### config.mk
export PLATFORM = sky130hd
export DESIGN_NAME = pipe_ctrl_flat
export DESIGN_NICKNAME = d
export VERILOG_FILES = /design/src/rtl/pipe_ctrl_pkg.sv /design/src/rtl/pipe_ctrl_if.sv /design/src/rtl/pipe_ctrl_hazard_det.sv /design/src/rtl/pipe_ctrl.sv /design/src/flat_wrapper.sv
export SDC_FILE = /design/constraint.sdc
export NUM_CORES = 1
export LEC_CHECK = 0
export BUFFER_PORTS_ARGS = -buffer_cell sky130_fd_sc_hd__buf_2
export CAP_MARGIN = 30
export CORE_UTILIZATION = 45
export DETAILED_ROUTE_END_ITERATION = 7
export PLACE_DENSITY = 0.77
export SYNTH_ARGS = -nofsm -noshare
export SYNTH_HDL_FRONTEND = slang
export SYNTH_SLANG_ARGS = --single-unit
### constraint.sdc
create_clock -name clk -period 1.65 [get_ports clk]
set_input_delay 0.0825 -clock clk [delete_from_list [all_inputs] [get_ports clk]]
set_output_delay 0.0825 -clock clk [all_outputs]
set_load 0.05 [all_outputs]
### src/rtl/pipe_ctrl_pkg.sv
// Shared pipeline-control types: hold encoding, controller FSM states, bus widths.
package pipe_ctrl_pkg;

  localparam int INST_ADDR_W = 32;
  localparam int REG_ADDR_W  = 5;

  typedef logic [INST_ADDR_W-1:0] inst_addr_t;
  typedef logic [REG_ADDR_W-1:0]  reg_addr_t;

  localparam inst_addr_t INST_ADDR_ZERO = '0;
  localparam reg_addr_t  REG_ADDR_ZERO  = '0;

  // A stage keeps its contents on WAIT and loads its default (bubble) on FLUSH.
  typedef enum logic [1:0] {
    HOLD_NONE  = 2'd0,
    HOLD_WAIT  = 2'd1,
    HOLD_FLUSH = 2'd2
  } holdpip_t;

  typedef enum logic {
    ST_RUN      = 1'b0,
    ST_MEM_WAIT = 1'b1
  } ctrl_state_t;

endpackage

### src/rtl/pipe_ctrl_if.sv
// Hazard inputs from the pipeline and per-stage hold / redirect outputs of the controller.
interface pipe_ctrl_if #(
  parameter int CNT_W = 32
);
  import pipe_ctrl_pkg::*;

  logic       mem_busy_i;
  logic       muldiv_busy_i;
  logic       jump_en_i;
  inst_addr_t jump_addr_i;
  logic       ex_is_load_i;
  reg_addr_t  ex_w_reg_addr_i;
  reg_addr_t  id_r_reg_addr_1_i;
  reg_addr_t  id_r_reg_addr_2_i;
  logic       id_use_1_i;
  logic       id_use_2_i;

  holdpip_t   hold_pc_o;
  holdpip_t   hold_if_id_o;
  holdpip_t   hold_id_ex_o;
  holdpip_t   hold_ex_mem_o;
  logic       jump_en_o;
  inst_addr_t jump_addr_o;
  logic [CNT_W-1:0] stall_cnt_o;

  modport master (
    output mem_busy_i, muldiv_busy_i, jump_en_i, jump_addr_i,
           ex_is_load_i, ex_w_reg_addr_i,
           id_r_reg_addr_1_i, id_r_reg_addr_2_i, id_use_1_i, id_use_2_i,
    input  hold_pc_o, hold_if_id_o, hold_id_ex_o, hold_ex_mem_o,
           jump_en_o, jump_addr_o, stall_cnt_o
  );

  modport slave (
    input  mem_busy_i, muldiv_busy_i, jump_en_i, jump_addr_i,
           ex_is_load_i, ex_w_reg_addr_i,
           id_r_reg_addr_1_i, id_r_reg_addr_2_i, id_use_1_i, id_use_2_i,
    output hold_pc_o, hold_if_id_o, hold_id_ex_o, hold_ex_mem_o,
           jump_en_o, jump_addr_o, stall_cnt_o
  );

endinterface

### src/rtl/pipe_ctrl_hazard_det.sv
// Load-use detector: EX load destination matched against used ID sources.
// Latency: purely combinational, 0 cycles.
// Backpressure: none; the result only feeds the controller's priority logic.
module hazard_det
  import pipe_ctrl_pkg::*;
(
  input  logic      ex_is_load,
  input  reg_addr_t ex_w_reg_addr,
  input  reg_addr_t id_r_reg_addr_1,
  input  reg_addr_t id_r_reg_addr_2,
  input  logic      id_use_1,
  input  logic      id_use_2,
  output logic      load_use
);

  logic match_1;
  logic match_2;

  // x0 is never a real dependency, so a load into it cannot cause a stall.
  assign match_1  = id_use_1 && (id_r_reg_addr_1 == ex_w_reg_addr);
  assign match_2  = id_use_2 && (id_r_reg_addr_2 == ex_w_reg_addr);
  assign load_use = ex_is_load && (ex_w_reg_addr != REG_ADDR_ZERO) && (match_1 || match_2);

endmodule

### src/rtl/pipe_ctrl.sv
// Pipeline controller: per-stage hold flags, PC redirect, deferred jumps across memory stalls.
// Latency: hold/jump outputs are combinational (0 cycles); pending jump issues the cycle the bus frees.
// Backpressure: mem_busy_i freezes every stage and defers redirects until the bus is ready.
module pipe_ctrl
  import pipe_ctrl_pkg::*;
#(
  parameter int CNT_W = 32
) (
  input  logic        clk,
  input  logic        rst,
  pipe_ctrl_if.slave  ctl
);

  ctrl_state_t      state;
  ctrl_state_t      state_nxt;
  logic             pend_v;
  inst_addr_t       pend_addr;
  logic [CNT_W-1:0] stall_cnt;
  logic             load_use;

  hazard_det u_hazard_det (
    .ex_is_load      (ctl.ex_is_load_i),
    .ex_w_reg_addr   (ctl.ex_w_reg_addr_i),
    .id_r_reg_addr_1 (ctl.id_r_reg_addr_1_i),
    .id_r_reg_addr_2 (ctl.id_r_reg_addr_2_i),
    .id_use_1        (ctl.id_use_1_i),
    .id_use_2        (ctl.id_use_2_i),
    .load_use        (load_use)
  );

  always_ff @(posedge clk) begin
    if (rst) begin
      state     <= ST_RUN;
      pend_v    <= 1'b0;
      pend_addr <= INST_ADDR_ZERO;
      stall_cnt <= '0;
    end else begin
      state <= state_nxt;
      // A redirect seen during a memory stall is kept; the newest one wins.
      if (ctl.mem_busy_i && ctl.jump_en_i) begin
        pend_v    <= 1'b1;
        pend_addr <= ctl.jump_addr_i;
      end else if (!ctl.mem_busy_i && pend_v) begin
        pend_v <= 1'b0;
      end
      if (ctl.hold_pc_o == HOLD_WAIT) begin
        stall_cnt <= stall_cnt + 1'b1;
      end
    end
  end

  always_comb begin
    state_nxt = state;
    case (state)
      ST_RUN:      if (ctl.mem_busy_i)  state_nxt = ST_MEM_WAIT;
      ST_MEM_WAIT: if (!ctl.mem_busy_i) state_nxt = ST_RUN;
      default:     state_nxt = ST_RUN;
    endcase
  end

  // Priority: reset > mem stall > pending jump > new jump > muldiv > load-use.
  always_comb begin
    ctl.hold_pc_o     = HOLD_NONE;
    ctl.hold_if_id_o  = HOLD_NONE;
    ctl.hold_id_ex_o  = HOLD_NONE;
    ctl.hold_ex_mem_o = HOLD_NONE;
    ctl.jump_en_o     = 1'b0;
    ctl.jump_addr_o   = INST_ADDR_ZERO;
    if (rst) begin
      ctl.hold_pc_o     = HOLD_FLUSH;
      ctl.hold_if_id_o  = HOLD_FLUSH;
      ctl.hold_id_ex_o  = HOLD_FLUSH;
      ctl.hold_ex_mem_o = HOLD_FLUSH;
    end else if (ctl.mem_busy_i) begin
      ctl.hold_pc_o     = HOLD_WAIT;
      ctl.hold_if_id_o  = HOLD_WAIT;
      ctl.hold_id_ex_o  = HOLD_WAIT;
      ctl.hold_ex_mem_o = HOLD_WAIT;
    end else if (pend_v) begin
      ctl.jump_en_o    = 1'b1;
      ctl.jump_addr_o  = pend_addr;
      ctl.hold_if_id_o = HOLD_FLUSH;
      ctl.hold_id_ex_o = HOLD_FLUSH;
    end else if (ctl.jump_en_i) begin
      // The flushed ID instruction makes any coincident load-use moot.
      ctl.jump_en_o    = 1'b1;
      ctl.jump_addr_o  = ctl.jump_addr_i;
      ctl.hold_if_id_o = HOLD_FLUSH;
      ctl.hold_id_ex_o = HOLD_FLUSH;
    end else if (ctl.muldiv_busy_i) begin
      ctl.hold_pc_o     = HOLD_WAIT;
      ctl.hold_if_id_o  = HOLD_WAIT;
      ctl.hold_id_ex_o  = HOLD_WAIT;
      ctl.hold_ex_mem_o = HOLD_FLUSH;
    end else if (load_use) begin
      ctl.hold_pc_o    = HOLD_WAIT;
      ctl.hold_if_id_o = HOLD_WAIT;
      ctl.hold_id_ex_o = HOLD_FLUSH;
    end
  end

  assign ctl.stall_cnt_o = stall_cnt;

endmodule

### src/flat_wrapper.sv
// flat-port wrapper written by rule: the top's interface ports become plain ports
module pipe_ctrl_flat import pipe_ctrl_pkg::*;
#(
  parameter int CNT_W = 32
)
  (clk, rst, ctl_mem_busy_i, ctl_muldiv_busy_i, ctl_jump_en_i, ctl_jump_addr_i, ctl_ex_is_load_i, ctl_ex_w_reg_addr_i, ctl_id_r_reg_addr_1_i, ctl_id_r_reg_addr_2_i, ctl_id_use_1_i, ctl_id_use_2_i, ctl_hold_pc_o, ctl_hold_if_id_o, ctl_hold_id_ex_o, ctl_hold_ex_mem_o, ctl_jump_en_o, ctl_jump_addr_o, ctl_stall_cnt_o);
  pipe_ctrl_if #(.CNT_W(CNT_W)) ctl_i ();
  input  logic clk;
  input  logic rst;
  input wire logic [$bits(ctl_i.mem_busy_i)-1:0] ctl_mem_busy_i;
  input wire logic [$bits(ctl_i.muldiv_busy_i)-1:0] ctl_muldiv_busy_i;
  input wire logic [$bits(ctl_i.jump_en_i)-1:0] ctl_jump_en_i;
  input wire logic [$bits(ctl_i.jump_addr_i)-1:0] ctl_jump_addr_i;
  input wire logic [$bits(ctl_i.ex_is_load_i)-1:0] ctl_ex_is_load_i;
  input wire logic [$bits(ctl_i.ex_w_reg_addr_i)-1:0] ctl_ex_w_reg_addr_i;
  input wire logic [$bits(ctl_i.id_r_reg_addr_1_i)-1:0] ctl_id_r_reg_addr_1_i;
  input wire logic [$bits(ctl_i.id_r_reg_addr_2_i)-1:0] ctl_id_r_reg_addr_2_i;
  input wire logic [$bits(ctl_i.id_use_1_i)-1:0] ctl_id_use_1_i;
  input wire logic [$bits(ctl_i.id_use_2_i)-1:0] ctl_id_use_2_i;
  output wire logic [$bits(ctl_i.hold_pc_o)-1:0] ctl_hold_pc_o;
  output wire logic [$bits(ctl_i.hold_if_id_o)-1:0] ctl_hold_if_id_o;
  output wire logic [$bits(ctl_i.hold_id_ex_o)-1:0] ctl_hold_id_ex_o;
  output wire logic [$bits(ctl_i.hold_ex_mem_o)-1:0] ctl_hold_ex_mem_o;
  output wire logic [$bits(ctl_i.jump_en_o)-1:0] ctl_jump_en_o;
  output wire logic [$bits(ctl_i.jump_addr_o)-1:0] ctl_jump_addr_o;
  output wire logic [$bits(ctl_i.stall_cnt_o)-1:0] ctl_stall_cnt_o;
  assign ctl_i.mem_busy_i = ctl_mem_busy_i;
  assign ctl_i.muldiv_busy_i = ctl_muldiv_busy_i;
  assign ctl_i.jump_en_i = ctl_jump_en_i;
  assign ctl_i.jump_addr_i = ctl_jump_addr_i;
  assign ctl_i.ex_is_load_i = ctl_ex_is_load_i;
  assign ctl_i.ex_w_reg_addr_i = ctl_ex_w_reg_addr_i;
  assign ctl_i.id_r_reg_addr_1_i = ctl_id_r_reg_addr_1_i;
  assign ctl_i.id_r_reg_addr_2_i = ctl_id_r_reg_addr_2_i;
  assign ctl_i.id_use_1_i = ctl_id_use_1_i;
  assign ctl_i.id_use_2_i = ctl_id_use_2_i;
  assign ctl_hold_pc_o = ctl_i.hold_pc_o;
  assign ctl_hold_if_id_o = ctl_i.hold_if_id_o;
  assign ctl_hold_id_ex_o = ctl_i.hold_id_ex_o;
  assign ctl_hold_ex_mem_o = ctl_i.hold_ex_mem_o;
  assign ctl_jump_en_o = ctl_i.jump_en_o;
  assign ctl_jump_addr_o = ctl_i.jump_addr_o;
  assign ctl_stall_cnt_o = ctl_i.stall_cnt_o;
  pipe_ctrl #(.CNT_W(CNT_W)) u_core (.clk(clk), .rst(rst), .ctl(ctl_i));
endmodule
==> results of run 1 <==
==> critical path: stages (launching register included) <==
cell	delay (ns)
sky130_fd_sc_hd__dfxtp_4	0.39
sky130_fd_sc_hd__buf_12	0.26
sky130_fd_sc_hd__mux2i_1	0.40
sky130_fd_sc_hd__nor2_4	0.07
sky130_fd_sc_hd__buf_6	0.16
==> worst paths after layout <==
kind                                           startpoint                    endpoint  cells past startpoint
worst max-delay path                        u_core.pend_v         ctl_jump_addr_o[22]                      4
worst min-delay path                  ctl_jump_addr_i[29]        u_core.pend_addr[29]                      3
worst max register to register  u_core.ctl.stall_cnt_o[0]  u_core.ctl.stall_cnt_o[25]                      7
worst min register to register        u_core.pend_addr[0]         u_core.pend_addr[0]                      2
==> per-stage QoR <==
step | cell area (sq um) | instances | setup WS [ns]
6_report | 5560 | 762 | -0.0549
4_1_cts | 5430 | 757 | -0.0504
5_1_grt | 5560 | 762 | -0.122
3_3_place_gp | 4580 | 706 | -0.126
3_5_place_dp | 4580 | 706 | -0.200
2_1_floorplan | 3720 | 483 | -0.186
==> cell usage after synthesis <==
library cell | n | share of area
sky130_fd_sc_hd__nand2_1 | 93 | 0.10
sky130_fd_sc_hd__a21oi_1 | 79 | 0.11
sky130_fd_sc_hd__dfxtp_1 | 65 | 0.37
sky130_fd_sc_hd__nor2_1 | 59 | 0.064
sky130_fd_sc_hd__clkbuf_1 | 26 | 0.028
sky130_fd_sc_hd__or3_1 | 23 | 0.041
sky130_fd_sc_hd__mux2i_1 | 16 | 0.046
sky130_fd_sc_hd__nand4_1 | 15 | 0.027
sky130_fd_sc_hd__nand3_1 | 12 | 0.017
sky130_fd_sc_hd__o21ai_0 | 12 | 0.017
sky130_fd_sc_hd__o21ai_1 | 11 | 0.016
sky130_fd_sc_hd__xnor2_1 | 11 | 0.028
sky130_fd_sc_hd__inv_1 | 6 | 0.0065
sky130_fd_sc_hd__or4_1 | 5 | 0.011
sky130_fd_sc_hd__and3_1 | 4 | 0.0072
sky130_fd_sc_hd__buf_4 | 4 | 0.0086
sky130_fd_sc_hd__nor2b_1 | 4 | 0.0072
sky130_fd_sc_hd__o31ai_1 | 4 | 0.0086
sky130_fd_sc_hd__and2_1 | 3 | 0.0054
sky130_fd_sc_hd__buf_2 | 3 | 0.0043
sky130_fd_sc_hd__or2_2 | 3 | 0.0054
sky130_fd_sc_hd__a21oi_2 | 2 | 0.0050
sky130_fd_sc_hd__and4_1 | 2 | 0.0050
sky130_fd_sc_hd__buf_1 | 2 | 0.0022
sky130_fd_sc_hd__buf_6 | 2 | 0.0065
sky130_fd_sc_hd__nand2b_1 | 2 | 0.0036
sky130_fd_sc_hd__nor2_2 | 2 | 0.0036
sky130_fd_sc_hd__nor3_1 | 2 | 0.0029
sky130_fd_sc_hd__o21bai_1 | 2 | 0.0043
sky130_fd_sc_hd__a31oi_2 | 1 | 0.0036
sky130_fd_sc_hd__ha_1 | 1 | 0.0036
sky130_fd_sc_hd__mux2_1 | 1 | 0.0032
sky130_fd_sc_hd__nor4b_4 | 1 | 0.0068
sky130_fd_sc_hd__o21a_1 | 1 | 0.0022
sky130_fd_sc_hd__o22ai_2 | 1 | 0.0036
sky130_fd_sc_hd__o41ai_1 | 1 | 0.0025
sky130_fd_sc_hd__or3b_2 | 1 | 0.0025
sky130_fd_sc_hd__xor2_1 | 1 | 0.0025
==> flip-flops by register name, summed over array words and instances, names as in the netlist <==
signal / flops
u_core.pend_addr: 32
u_core.pend_v: 1
u_core.ctl.stall_cnt_o: 32
==> area by class of cell <==
| cell class | instances | area [sq um] |
|---|---|---|
| diodes | 1 | 2.50 |
| clock buffers | 16 | 223 |
| fillers | 522 | 1810 |
| inverters | 6 | 26.3 |
| multi-input cells | 375 | 2270 |
| flip-flops and latches | 65 | 1360 |
| well taps | 99 | 124 |
| repair buffers | 200 | 1560 |
==> per-layer routing <==
| layer | part of all wire | global-route usage |
|---|---|---|
| met1 | 0.41 | 0.303 |
| met2 | 0.50 | 0.478 |
| met3 | 0.054 | 0.0643 |
| met4 | 0.037 | 0.147 |
| met5 | 0 | 0 |
==> report_power, final <==
| group | switching (mW) | internal (mW) |
|---|---|---|
| Clock | 0.612 | 0.855 |
| Combinational | 0.483 | 0.334 |
| Sequential | 0.0323 | 1.60 |
==> kinds of logic after synthesis <==
logic type,synth area share
buffers and inverters,0.0561
AO/OA/AOI/OAI,0.177
adder cells (fa/ha/maj),0.00360
AND/OR/NAND/NOR,0.310
XOR/XNOR,0.0302
flip-flops,0.374
multiplexers,0.0493
==> timing repair <==
item	4_1_cts	5_1_grt
pin swaps	20	17
setup endpoints to repair	52	59
endpoints found under the hold margin	27	1
cloned	2	0
hold buffers	27	1
resized for setup	72	24
buffers inserted	6	3
==> flow_summary_export.csv, run 1 <==
group,metric,value,unit
outcome,status,"finished with violations",
outcome,failed_checks,"setup timing",
timing,hold_ws,0.0130,ns
yosys,synthesis.nets,539,
placement,gpl.final_weighted_congestion,0.766,
finish,top_library_cells_by_usage_in_the_layout_fill_and_taps_aside,"sky130_fd_sc_hd__buf_2, sky130_fd_sc_hd__nand2_1, sky130_fd_sc_hd__a21oi_1, sky130_fd_sc_hd__dfxtp_1, sky130_fd_sc_hd__buf_4",
timing,setup_total_negative_slack,-0.550,ns
yosys,synth_seq_area_share,0.374,
yosys,ys_seq_elements,65,
worst_setup_path,critPathCaptureType,"output port",
power_and_ir_drop,power.total,3.92,mW
floorplan,die_area,0.00809,sq mm
floorplan,die_x,89.9,um
finish,post_route_cells_drive_above_1_share,0.415,
yosys,yosysWarnings,0,
power_and_ir_drop,max-vdd-ir-drop,0.000545,V
floorplan,initial_utilization,0.472,
power_and_ir_drop,total_leakage_power,2.25,nW
timing,final.setup_skew,0.0134,ns
clocking,clk_root_buffer_cell,"sky130_fd_sc_hd__clkbuf_8",
worst_setup_path,worst-endpoint-required,1.57,ns
grt,grt_overflow,0,
timing,tightestPinTransition,0.364,ns
finish,final_core_utilization,0.755,
floorplan,core,0.00737,sq mm
timing,hold_viol,0,
grt,grt_start_max_net_pins,73,
worst_setup_path,cp-start-kind,"flip-flop",
drt,route.vias.total,4069,
yosys,avgSynthCellArea,7.20,sq um
clocking,clk_latency,0.35,ns
timing,fin_ws,-0.0549,ns
timing,clock.fmax,587,MHz
drt,number_of_antenna_violating_nets_in_the_routed_design,0,
drt,wl,11300,um
min_path,hp-class,"in2reg",
grt,grt_first_pass_wirelength,17900,um
floorplan,rows,31,
floorplan,io_pins,128,
finish,layout.cells.most_common,"sky130_fd_sc_hd__buf_2",
grt,initial_antenna_violation_count,1,
drt,drt_pre_antenna_iters,4,
placement,io_buffer_count,127,
floorplan,dieHeight,89.9,um
clocking,clk_pin_slew_worst_paths,0.06,ns
clocking,numCtsBuffers,9,
grt,grtUsageTotal,0.272,
worst_setup_path,critPathKind,"reg2out",
drt,avgRoutedWirePerCell,14.8,um
worst_setup_path,timing.critical_path.fanout_max,49,
timing,setup-violations-final,31,
yosys,synth.lib_cells_used.distinct,38,
clocking,tritoncts_sink_count,65,
timing,grt_setup_unrepaired,"yes",
finish,area_growth_syn_to_layout,60.0,%
power_and_ir_drop,power_density,704,mW/mm^2
placement,detailedPlacementHpwl,6660,um
finish,final_net_count,713,
run,maxCapViolations,0,
timing,timing.final.max_slew_violations,0,
timing,timing.max_slew.rel_slack,0.750,
drt,drc,0,
clocking,cts_buffer_depth,2,
timing,period_share,1.03,
worst_setup_path,worst-endpoint-arrival,1.62,ns
worst_setup_path,rrSetupSlack,-0.04,ns
clocking,cts_tree,"yes",
timing,period_needed,1.70,ns
grt,number_of_global_route_vias_before_repair,3959,
clocking,cts_htree_levels,3,
yosys,synth_area,0.00348,sq mm
yosys,postSynthCellCount,483,
drt,dr.first_iter.drc_count,190,
drt,detail_route.vias_per_cell,5.34,
Power figures use the tool's default switching activity.
==> run 2, diff against run 1 <==
--- a/config.mk
+++ b/config.mk
@@ -7,9 +7,10 @@
 export LEC_CHECK = 0
 export BUFFER_PORTS_ARGS = -buffer_cell sky130_fd_sc_hd__buf_2
 export CAP_MARGIN = 30
-export CORE_UTILIZATION = 45
+export CORE_ASPECT_RATIO = 1.1
+export CORE_UTILIZATION = 35
 export DETAILED_ROUTE_END_ITERATION = 7
-export PLACE_DENSITY = 0.77
+export PLACE_DENSITY = 0.62
 export SYNTH_ARGS = -nofsm -noshare
 export SYNTH_HDL_FRONTEND = slang
 export SYNTH_SLANG_ARGS = --single-unit
==> run 2 against run 1 <==
Effect of this change: the flow still finishes with violations (setup timing); sequential power about the same; clock skew is 0.0027 ns higher; non-clock buffer count grew 10; combinational power up 3.8%; final cell count increased by 3.5%; worst setup slack better by 0.019 ns; sequential cell count unchanged; first-iteration DRC count fell by 28%; cell area is 2.7% higher; clock-buffer cell count fell by 6; die area grew 28%; largest power group unchanged.
==> flow_summary_export.csv, run 2 (same netlist as run 1, synthesis figures left out) <==
group,metric,value,unit
outcome,status,"finished with violations",
outcome,failed_checks,"setup timing",
power_and_ir_drop,power_frac_comb,0.218,
clocking,cts_tree,"yes",
worst_setup_path,cp-startpoint,"u_core.pend_v",
worst_setup_path,worst_r2r_path_depth,6,
floorplan,die_area,0.0103,sq mm
worst_setup_path,critPathKind,"reg2out",
run,maxCapViolations,0,
worst_setup_path,worst_r2r_endpoint,"u_core.ctl.stall_cnt_o[28]",
worst_setup_path,worstSetupPathDepth,6,
drt,drc,0,
timing,setup_total_negative_slack,-0.326,ns
finish,area_growth_syn_to_layout,64.3,%
timing,final.setup_skew,0.0161,ns
power_and_ir_drop,power_density,682,mW/mm^2
drt,dr.first_iter.drc_count,136,
clocking,clk_latency,0.34,ns
worst_setup_path,critical_path.slowest_cell,"sky130_fd_sc_hd__dfxtp_4",
clocking,tritoncts_sink_count,65,
worst_setup_path,critPathCaptureType,"output port",
power_and_ir_drop,p_switching,1.20,mW
worst_setup_path,regToRegStartpoint,"u_core.ctl.stall_cnt_o[6]",
timing,timing.max_slew.rel_slack,0.771,
grt,grt_overflow,0,
drt,number_of_antenna_violating_nets_in_the_routed_design,0,
grt,grt-busiest-layer,"met2",
worst_setup_path,worst-endpoint-arrival,1.60,ns
finish,post_route_cells_drive_above_1_share,0.443,
worst_setup_path,cp_cell_sequence,"nor2_4 > buf_6 > or2_4 > buf_12 > nor2_4 > buf_8",
grt,grt_first_pass_wirelength,18500,um
worst_setup_path,worst-path-buf-inv,3,
drt,drt_pre_antenna_iters,4,
timing,fin_ws,-0.0357,ns
floorplan,io_pins,128,
placement,gpl.final_weighted_congestion,0.745,
clocking,cts_buffer_depth,2,
power_and_ir_drop,p_clk_frac,0.363,
floorplan,initial_utilization,0.367,
worst_setup_path,cell_with_the_most_instances_on_the_worst_path,"sky130_fd_sc_hd__nor2_4",
worst_setup_path,rrSetupSlack,-0.03,ns
clocking,numCtsBuffers,9,
grt,global_route.usage.met1,0.264,
grt,initial_antenna_violation_count,0,
finish,top_library_cells_by_usage_in_the_layout_fill_and_taps_aside,"sky130_fd_sc_hd__buf_2, sky130_fd_sc_hd__nand2_1, sky130_fd_sc_hd__a21oi_1, sky130_fd_sc_hd__dfxtp_1, sky130_fd_sc_hd__buf_4",
power_and_ir_drop,switching_share,0.308,
floorplan,dieHeight,107,um
clocking,clk_pin_slew_worst_paths,0.07,ns
timing,setup-violations-final,20,
clocking,cts_htree_levels,3,
timing,timing.final.max_slew_violations,0,
worst_setup_path,timing.critical_path.fanout_max,8,
worst_setup_path,end_of_the_critical_path,"ctl_jump_addr_o[18]",
finish,layout.cells.most_common,"sky130_fd_sc_hd__buf_2",
floorplan,rows,37,
finish,layout.cells.non_filler,789,
clocking,clk_root_buffer_cell,"sky130_fd_sc_hd__clkbuf_8",
power_and_ir_drop,max-vdd-ir-drop,0.000394,V
timing,clock.fmax,593,MHz
power_and_ir_drop,internal_power,2.70,mW
floorplan,die_x,97.1,um
worst_setup_path,cp-start-kind,"flip-flop",
drt,detail_route.vias_per_cell,5.18,
timing,period_needed,1.69,ns
finish,n_antenna_cell,0,
timing,grt_setup_unrepaired,"yes",
power_and_ir_drop,total_leakage_power,2.32,nW
worst_setup_path,critPathTopFamily,"buffers and inverters",
grt,grt_util_met3,0.0394,
timing,period_share,1.02,
floorplan,core,0.00949,sq mm
grt,grtUsageTotal,0.218,
power_and_ir_drop,seq_power_share,0.419,
finish,final_net_count,723,
drt,avgRoutedWirePerCell,14.6,um
placement,detailedPlacementHpwl,6930,um
grt,grt_start_max_net_pins,73,
placement,numPlacedInstances,723,
worst_setup_path,critical-path-max-stage-delay,0.38,ns
drt,route.vias.total,4087,
grt,grt.met2_usage,0.376,
drt,wl,11500,um
placement,io_buffer_count,127,
min_path,hp-class,"in2reg",
worst_setup_path,worst-endpoint-required,1.57,ns
timing,tightestPinTransition,0.343,ns
timing,hold_viol,0,
grt,number_of_global_route_vias_before_repair,4045,
## run 2: per-layer routing
metal | vias to the layer above | share of wire
li1 | 2038 | -
met1 | 1904 | 0.44
met2 | 125 | 0.49
met3 | 20 | 0.047
met4 | 0 | 0.021
met5 | - | 0
## run 2: timing repair
| action | in CTS | in global routing |
|---|---|---|
| hold buffers | 32 | 0 |
| endpoints found under the hold margin | 32 | 0 |
| pin swaps | 14 | 28 |
| setup endpoints to repair | 46 | 66 |
| gates cloned | 2 | 2 |
| gates resized for setup | 74 | 31 |
| setup buffers | 8 | 7 |
## run 2: how the worst min path moves through the flow
stage               depth (start not counted)           startpoint              endpoint  slack (ns)
floorplan                                   2   ctl_jump_addr_i[0]   u_core.pend_addr[0]        0.22
global placement                            3   ctl_jump_addr_i[8]   u_core.pend_addr[8]        0.33
detailed placement                          3  ctl_jump_addr_i[26]  u_core.pend_addr[26]        0.34
CTS                                         3       ctl_mem_busy_i         u_core.pend_v        0.19
global route                                3       ctl_mem_busy_i         u_core.pend_v        0.20
finish                                      3       ctl_mem_busy_i         u_core.pend_v        0.20
## run 2: metrics by stage
| stage | util | cell area (sq um) | setup slack [ns] | hold slack, ns | power [mW] |
|---|---|---|---|---|---|
| 2_1_floorplan | - | 3720 | -0.186 | 0.218 | 2.11 |
| 3_3_place_gp | 0.485 | 4600 | -0.186 | 0.334 | 2.31 |
| 3_5_place_dp | 0.485 | 4600 | -0.228 | 0.343 | 2.33 |
| 4_1_cts | 0.577 | 5480 | -0.0346 | 0.187 | 3.88 |
| 5_1_grt | 0.602 | 5710 | -0.117 | 0.204 | 4.06 |
| 6_report | 0.602 | 5710 | -0.0357 | 0.202 | 3.90 |
## run 2: layout make-up
| class | count | area [sq um] |
|---|---|---|
| fillers | 830 | 3780 |
| multi-input cells | 375 | 2330 |
| repair buffers | 210 | 1650 |
| flip-flops and latches | 65 | 1360 |
| well taps | 117 | 146 |
| clock buffers | 10 | 138 |
| clock inverters | 6 | 65.1 |
| inverters | 6 | 26.3 |
## run 2: power by group through the flow
stage	clock, mW	combinational, mW	sequential [mW]
final	1.42	0.848	1.63
after floorplan	0	0.433	1.68
after global routing	1.52	0.906	1.64
after global placement	0	0.655	1.66
after detailed placement	0	0.667	1.66
after CTS	1.45	0.798	1.63
## run 2: worst register-to-register path, delay by kind of cell (launching register included)
| family | cells | cell delay, ns |
|---|---|---|
| and+or+nand+nor | 5 | 1.12 |
| DFF | 1 | 0.35 |
| AOI/OAI and AO/OA | 1 | 0.14 |
